==> src/rtl/sdram_wb_arbiter.sv <==
// Two-master pipelined Wishbone arbiter in front of the SDRAM controller slave port.
// Round-robin by default; define SDRAM_WB_ARB_FIXED_PRIO_EN to give m0 fixed priority.
module sdram_wb_arbiter #(
    parameter int DEPTH   = 8,
    parameter int DEPTH_W = 3
) (
    input  logic        clk_i,
    input  logic        rst_i,
    input  logic [31:0] m0_addr_i,
    input  logic [31:0] m0_data_i,
    input  logic [3:0]  m0_sel_i,
    input  logic [2:0]  m0_cti_i,
    input  logic        m0_we_i,
    input  logic        m0_cyc_i,
    input  logic        m0_stb_i,
    output logic [31:0] m0_data_o,
    output logic        m0_ack_o,
    output logic        m0_stall_o,
    input  logic [31:0] m1_addr_i,
    input  logic [31:0] m1_data_i,
    input  logic [3:0]  m1_sel_i,
    input  logic [2:0]  m1_cti_i,
    input  logic        m1_we_i,
    input  logic        m1_cyc_i,
    input  logic        m1_stb_i,
    output logic [31:0] m1_data_o,
    output logic        m1_ack_o,
    output logic        m1_stall_o,
    output logic [31:0] s_addr_o,
    output logic [31:0] s_data_o,
    output logic [3:0]  s_sel_o,
    output logic [2:0]  s_cti_o,
    output logic        s_we_o,
    output logic        s_cyc_o,
    output logic        s_stb_o,
    input  logic [31:0] s_data_i,
    input  logic        s_ack_i,
    input  logic        s_stall_i
);

    localparam logic [2:0]       CTI_BURST = 3'b010;
    localparam logic [2:0]       CTI_END   = 3'b111;
    localparam logic [DEPTH_W:0] CNT_ONE   = 1;
    localparam logic [DEPTH_W:0] CNT_FULL  = (DEPTH_W+1)'(DEPTH);
    localparam logic [DEPTH_W-1:0] PTR_ONE = 1;

    logic req0, req1;
    logic grant, prev_grant;
    logic lock, owner, owner_cyc;
    logic ack_err;
`ifndef SDRAM_WB_ARB_FIXED_PRIO_EN
    logic last_grant;
`endif

    logic [DEPTH_W:0]   count;
    logic [DEPTH_W-1:0] wr_ptr, rd_ptr;
    logic               fifo_mem [DEPTH];
    logic               head;

    logic        full, stb, accept, ack_hit;
    logic [31:0] g_addr, g_data;
    logic [3:0]  g_sel;
    logic [2:0]  g_cti;
    logic        g_we;

    assign req0 = m0_cyc_i & m0_stb_i;
    assign req1 = m1_cyc_i & m1_stb_i;

    // With nobody requesting the grant parks on whoever had it last cycle.
    always_comb begin
        grant = prev_grant;
        if (lock)
            grant = owner;
        else if (req0 && req1)
`ifdef SDRAM_WB_ARB_FIXED_PRIO_EN
            grant = 1'b0;
`else
            grant = ~last_grant;
`endif
        else if (req0)
            grant = 1'b0;
        else if (req1)
            grant = 1'b1;
    end

    assign g_addr = grant ? m1_addr_i : m0_addr_i;
    assign g_data = grant ? m1_data_i : m0_data_i;
    assign g_sel  = grant ? m1_sel_i  : m0_sel_i;
    assign g_cti  = grant ? m1_cti_i  : m0_cti_i;
    assign g_we   = grant ? m1_we_i   : m0_we_i;

    assign full      = (count == CNT_FULL);
    assign stb       = (grant ? req1 : req0) & ~full;
    assign accept    = stb & ~s_stall_i;
    assign head      = fifo_mem[rd_ptr];
    assign ack_hit   = s_ack_i & (count != '0);
    assign owner_cyc = owner ? m1_cyc_i : m0_cyc_i;

    // Outputs are forced quiet (and both masters stalled) while reset is held.
    assign s_addr_o   = rst_i ? g_addr : '0;
    assign s_data_o   = rst_i ? g_data : '0;
    assign s_sel_o    = rst_i ? g_sel  : '0;
    assign s_cti_o    = rst_i ? g_cti  : '0;
    assign s_we_o     = rst_i & g_we;
    assign s_stb_o    = rst_i & stb;
    assign s_cyc_o    = rst_i & (stb | (count != '0) | lock);

    assign m0_stall_o = ~rst_i | grant  | s_stall_i | full;
    assign m1_stall_o = ~rst_i | ~grant | s_stall_i | full;
    assign m0_ack_o   = rst_i & ack_hit & ~head;
    assign m1_ack_o   = rst_i & ack_hit & head;
    assign m0_data_o  = rst_i ? s_data_i : '0;
    assign m1_data_o  = rst_i ? s_data_i : '0;

    always_ff @(posedge clk_i or negedge rst_i) begin
        if (!rst_i) begin
            count      <= '0;
            wr_ptr     <= '0;
            rd_ptr     <= '0;
            lock       <= 1'b0;
            owner      <= 1'b0;
            prev_grant <= 1'b0;
            ack_err    <= 1'b0;
`ifndef SDRAM_WB_ARB_FIXED_PRIO_EN
            last_grant <= 1'b1;
`endif
        end else begin
            prev_grant <= grant;
            if (accept)
                wr_ptr <= wr_ptr + PTR_ONE;
            if (ack_hit)
                rd_ptr <= rd_ptr + PTR_ONE;
            case ({accept, ack_hit})
                2'b10:   count <= count + CNT_ONE;
                2'b01:   count <= count - CNT_ONE;
                default: count <= count;
            endcase
            if (s_ack_i && (count == '0))
                ack_err <= 1'b1;
            // A locked owner cannot be accepted once its cyc drops, so abort and accept never collide.
            if (accept) begin
`ifndef SDRAM_WB_ARB_FIXED_PRIO_EN
                last_grant <= grant;
`endif
                if (g_cti == CTI_BURST) begin
                    lock  <= 1'b1;
                    owner <= grant;
                end else if (g_cti == CTI_END) begin
                    lock  <= 1'b0;
                end
            end else if (lock && !owner_cyc) begin
                lock <= 1'b0;
            end
        end
    end

    always_ff @(posedge clk_i) begin
        if (accept)
            fifo_mem[wr_ptr] <= grant;
    end

    a_ack_err_sticky: assert property (@(posedge clk_i) disable iff (!rst_i) ack_err |=> ack_err);

endmodule

==> config.mk <==
export PLATFORM = sky130hd
export DESIGN_NAME = sdram_wb_arbiter
export DESIGN_NICKNAME = d
export VERILOG_FILES = /design/src/rtl/sdram_wb_arbiter.sv
export SDC_FILE = /design/constraint.sdc
export NUM_CORES = 1
export LEC_CHECK = 0
export CORE_AREA = 2 2 128 130
export CTS_BUF_LIST = sky130_fd_sc_hd__clkbuf_8
export CTS_CLUSTER_DIAMETER = 120
export DETAILED_ROUTE_END_ITERATION = 7
export DIE_AREA = 0 0 130 132
export SLEW_MARGIN = 20
export SYNTH_ARGS = -nofsm -noshare
export SYNTH_HDL_FRONTEND = slang
export SYNTH_SLANG_ARGS = --single-unit
==> constraint.sdc <==
create_clock -name clk_i -period 2.6 [get_ports clk_i]
set_input_delay 0.78 -clock clk_i [delete_from_list [all_inputs] [get_ports clk_i]]
set_output_delay 0.78 -clock clk_i [all_outputs]
set_load 0.005 [all_outputs]
==> results.py <==
metrics = {
    "worst_setup_path": {
        "cp-start-kind": "input pin",
        "reg2reg_to": "count[3]$_DFFE_PN0P_",
        "critPathMaxFanout": 7,
        "worstSetupPathType": "input pin to output port",
        "required_ns": 1.82,
        "reg2reg_slack_ns": 0.22,
        "crit_path_end_kind": "output port",
        "reg2reg_from": "lock$_DFFE_PN0P_",
        "worst-r2r-cell-count": 11,
        "crit_arrival_ns": 2.27,
    },
    "timing": {
        "finalSetupViolations": 75,
        "slew_headroom_pct": 67.4,
        "finClkSkew_ns": 0.00439,
        "setup_ws_ns": -0.453,
        "fmax_ghz": 0.328,
        "tns_ns": -27.05,
        "finalWorstPathRequiredPeriod_ns": 3.05,
        "rsz0062_at_grt": "true",
        "hold_violations": 0,
        "slew_violations": 0,
        "post-route-period-util_pct": 117,
        "worst_pin_slew_ns": 0.485,
    },
    "min_path": {
        "hold_class": "register to register",
        "hp-start": "rd_ptr[2]$_DFFE_PN0P_",
        "min_to": "rd_ptr[2]$_DFFE_PN0P_",
        "worstHoldPathCells": 1,
    },
    "clock_tree": {
        "htree_num_levels": 1,
        "numCtsBuffers": 3,
        "cts_hold_buf": 0,
        "clock-sinks": 22,
        "cts_tree": "done",
        "worstSkewPairLatency_ns": 0.27,
        "clk_pin_slew_ns": 0.08,
        "cts_root_buf": "clkbuf_8",
        "clk_path_buf_depth": 2,
    },
    "synthesis": {
        "synth_top_family_by_area": "simple AND/OR/NAND/NOR gates",
        "synthCells": 417,
        "yosys.area_share.simple_pct": 35.0,
        "synth_cell_types": 44,
        "ys_ff_latch": 22,
        "synth-xor-area-share_pct": 2.88,
        "yosys.area_share.adder_pct": 2.29,
        "synth_top_cell_area_share_pct": 20.9,
        "syn_nets": 606,
        "yosysSeqAreaShare_pct": 21.6,
        "synth_edf_count": 8,
        "synthTopCellsByArea": "nand2_1 (21%), a21oi_1 (14%), dfrtp_1 (12%)",
        "synth_compound_gate_area_share_pct": 18.0,
        "yosysMostFrequentCell": "nand2_1",
        "synth.area.mux_share_pct": 3.62,
        "ys_top_cells_by_count": "nand2_1 (152), a21oi_1 (75), buf_4 (35)",
        "synth_ff_type": "dfrtp_1",
        "avgSynthCellArea_sq_um": 6.56,
        "netlist_area_sq_um": 2730,
        "synth_top_cell_by_area": "nand2_1",
        "synthArstFlopShare_pct": 63.6,
        "yosysWarnings": 0,
    },
    "routing": {
        "first_pass_iters": 4,
        "drtIter0Drc": 131,
        "viasPerCell": 4.36,
        "wirelength_um": 17700,
        "postRouteAntennaNets": 0,
        "vias": 4370,
        "drc_errors": 0,
        "wl_per_cell_um": 17.7,
    },
    "global_route": {
        "grt_usage_pct": 19.1,
        "grt_max_degree": 28,
        "grt_pass1_vias": 4320,
        "overflow": 0,
        "grt_pass1_wl_um": 25200,
        "antenna_found_initial": 1,
    },
    "die": {
        "ios": 326,
        "core_sq_um": 15700,
        "die_w_um": 130,
        "die_area_sq_um": 17200,
        "start_util_pct": 17.4,
        "rows": 46,
        "die_h_um": 132,
    },
    "place": {
        "port_buffers": 325,
        "dp_cells": 948,
        "place_area_sq_um": 6330,
        "gp_congestion": 0.882,
        "place_hpwl_um": 12800,
        "pre_cts_ws_ns": -1.34,
    },
    "run": {
        "maxCapViolCount": 0,
    },
    "layout": {
        "fin_util_pct": 48.9,
        "fin_area_sq_um": 7680,
        "fin_nets": 975,
        "drive_above_1_share_pct": 47.4,
        "layout.cells.non_filler": 1002,
        "syn2layout_area_growth_pct": 181,
        "fill_cells": 1488,
    },
    "outcome": {
        "status": "complete, but fails checks",
        "violations": "negative setup slack",
    },
    "power_and_ir_drop": {
        "vdd_drop_max_mv": 0.249,
        "leakagePower_nw": 3.58,
        "power_density_nw_per_um2": 573,
    },
}
-- sequential cells by signal, summed over array words and instances, names as in the netlist --
name,count
fifo_mem,8
lock,1
owner,1
count,4
wr_ptr,3
last_grant,1
rd_ptr,3
prev_grant,1
-- through the flow --
| stage | total power [W] | hold WS [ns] |
|---|---|---|
| after detailed placement | 0.00279 | 0.494 |
| after global routing | 0.00467 | 0.528 |
| after global placement | 0.00278 | 0.485 |
| after floorplan | 0.00161 | 0.466 |
| final | 0.00440 | 0.500 |
| after CTS | 0.00420 | 0.505 |
-- cells by family after synthesis --
kind of cell / Yosys count
compound gates: 90
simple gates: 213
fa+ha+maj: 5
mux: 7
flops: 22
buf+inv: 71
xor+xnor: 9
-- critical path, cell delays in order --
cell and delay [ns]:
buf_8 0.10, a21o_1 0.19, a221oi_4 0.27, buf_6 0.15, buf_12 0.12, inv_16 0.04, buf_12 0.14, buf_8 0.13
buf_6 0.11, nand2_4 0.05, a21oi_2 0.05, buf_2 0.12
-- worst max-delay path by stage --
stage | startpoint | end | slack (ns) | cells past startpoint
after floorplan | m1_cyc_i | s_addr_o[0] | 0.003 | 6
after global placement | m1_cyc_i | s_data_o[20] | -1.31 | 8
after detailed placement | m1_cyc_i | s_data_o[20] | -1.34 | 8
after CTS | m1_cyc_i | s_data_o[20] | -0.52 | 11
after global routing | lock$_DFFE_PN0P_ | s_data_o[5] | -0.51 | 11
final | m1_stb_i | s_data_o[5] | -0.45 | 12
-- power breakdown --
part	total, W	internal [W]	switching (W)
Sequential	0.000616	0.000481	0.000135
Clock	0.000324	0.000206	0.000118
Combinational	0.00346	0.00196	0.00150
Total	0.00440	0.00265	0.00175
-- placed cells by master, fill, tap and decap left out, types with 7 or more instances in the layout --
master / n
and2_4: 9
clkdlybuf4s50_1: 179
dlygate4sd2_1: 65
buf_8: 10
and2_1: 24
a21oi_2: 60
buf_16: 7
buf_12: 22
nand2_4: 58
buf_6: 18
buf_2: 77
nand2_2: 32
dfrtp_1: 13
nand2_1: 62
edfxtp_1: 8
a21oi_1: 12
buf_4: 48
-- layout make-up --
class | instances | area (sq um) | area share, %
Tap cell | 216 | 270 | 3.52
Multi-Input combinational cell | 324 | 2580 | 33.6
Timing Repair Buffer | 427 | 4120 | 53.6
Inverter | 8 | 48.8 | 0.635
Clock buffer | 3 | 41.3 | 0.538
Antenna cell | 1 | 2.50 | 0.0326
Clock inverter | 1 | 30.0 | 0.391
Sequential cell | 22 | 592 | 7.70
-- timing repair --
action	in CTS	in global routing
gates resized for setup	592	119
endpoints found under the hold margin	0	0
cloned	12	1
buffers inserted	30	18
endpoints found under the setup margin	149	78
pin swaps	67	77
-- metal layers --
metal,share of wire [%],track usage [%]
met5,0,0
met4,1.9,3.35
met3,6.1,2.92
met2,54,37.0
met1,38,21.9
Note: power is estimated with default switching activity, not from simulation.
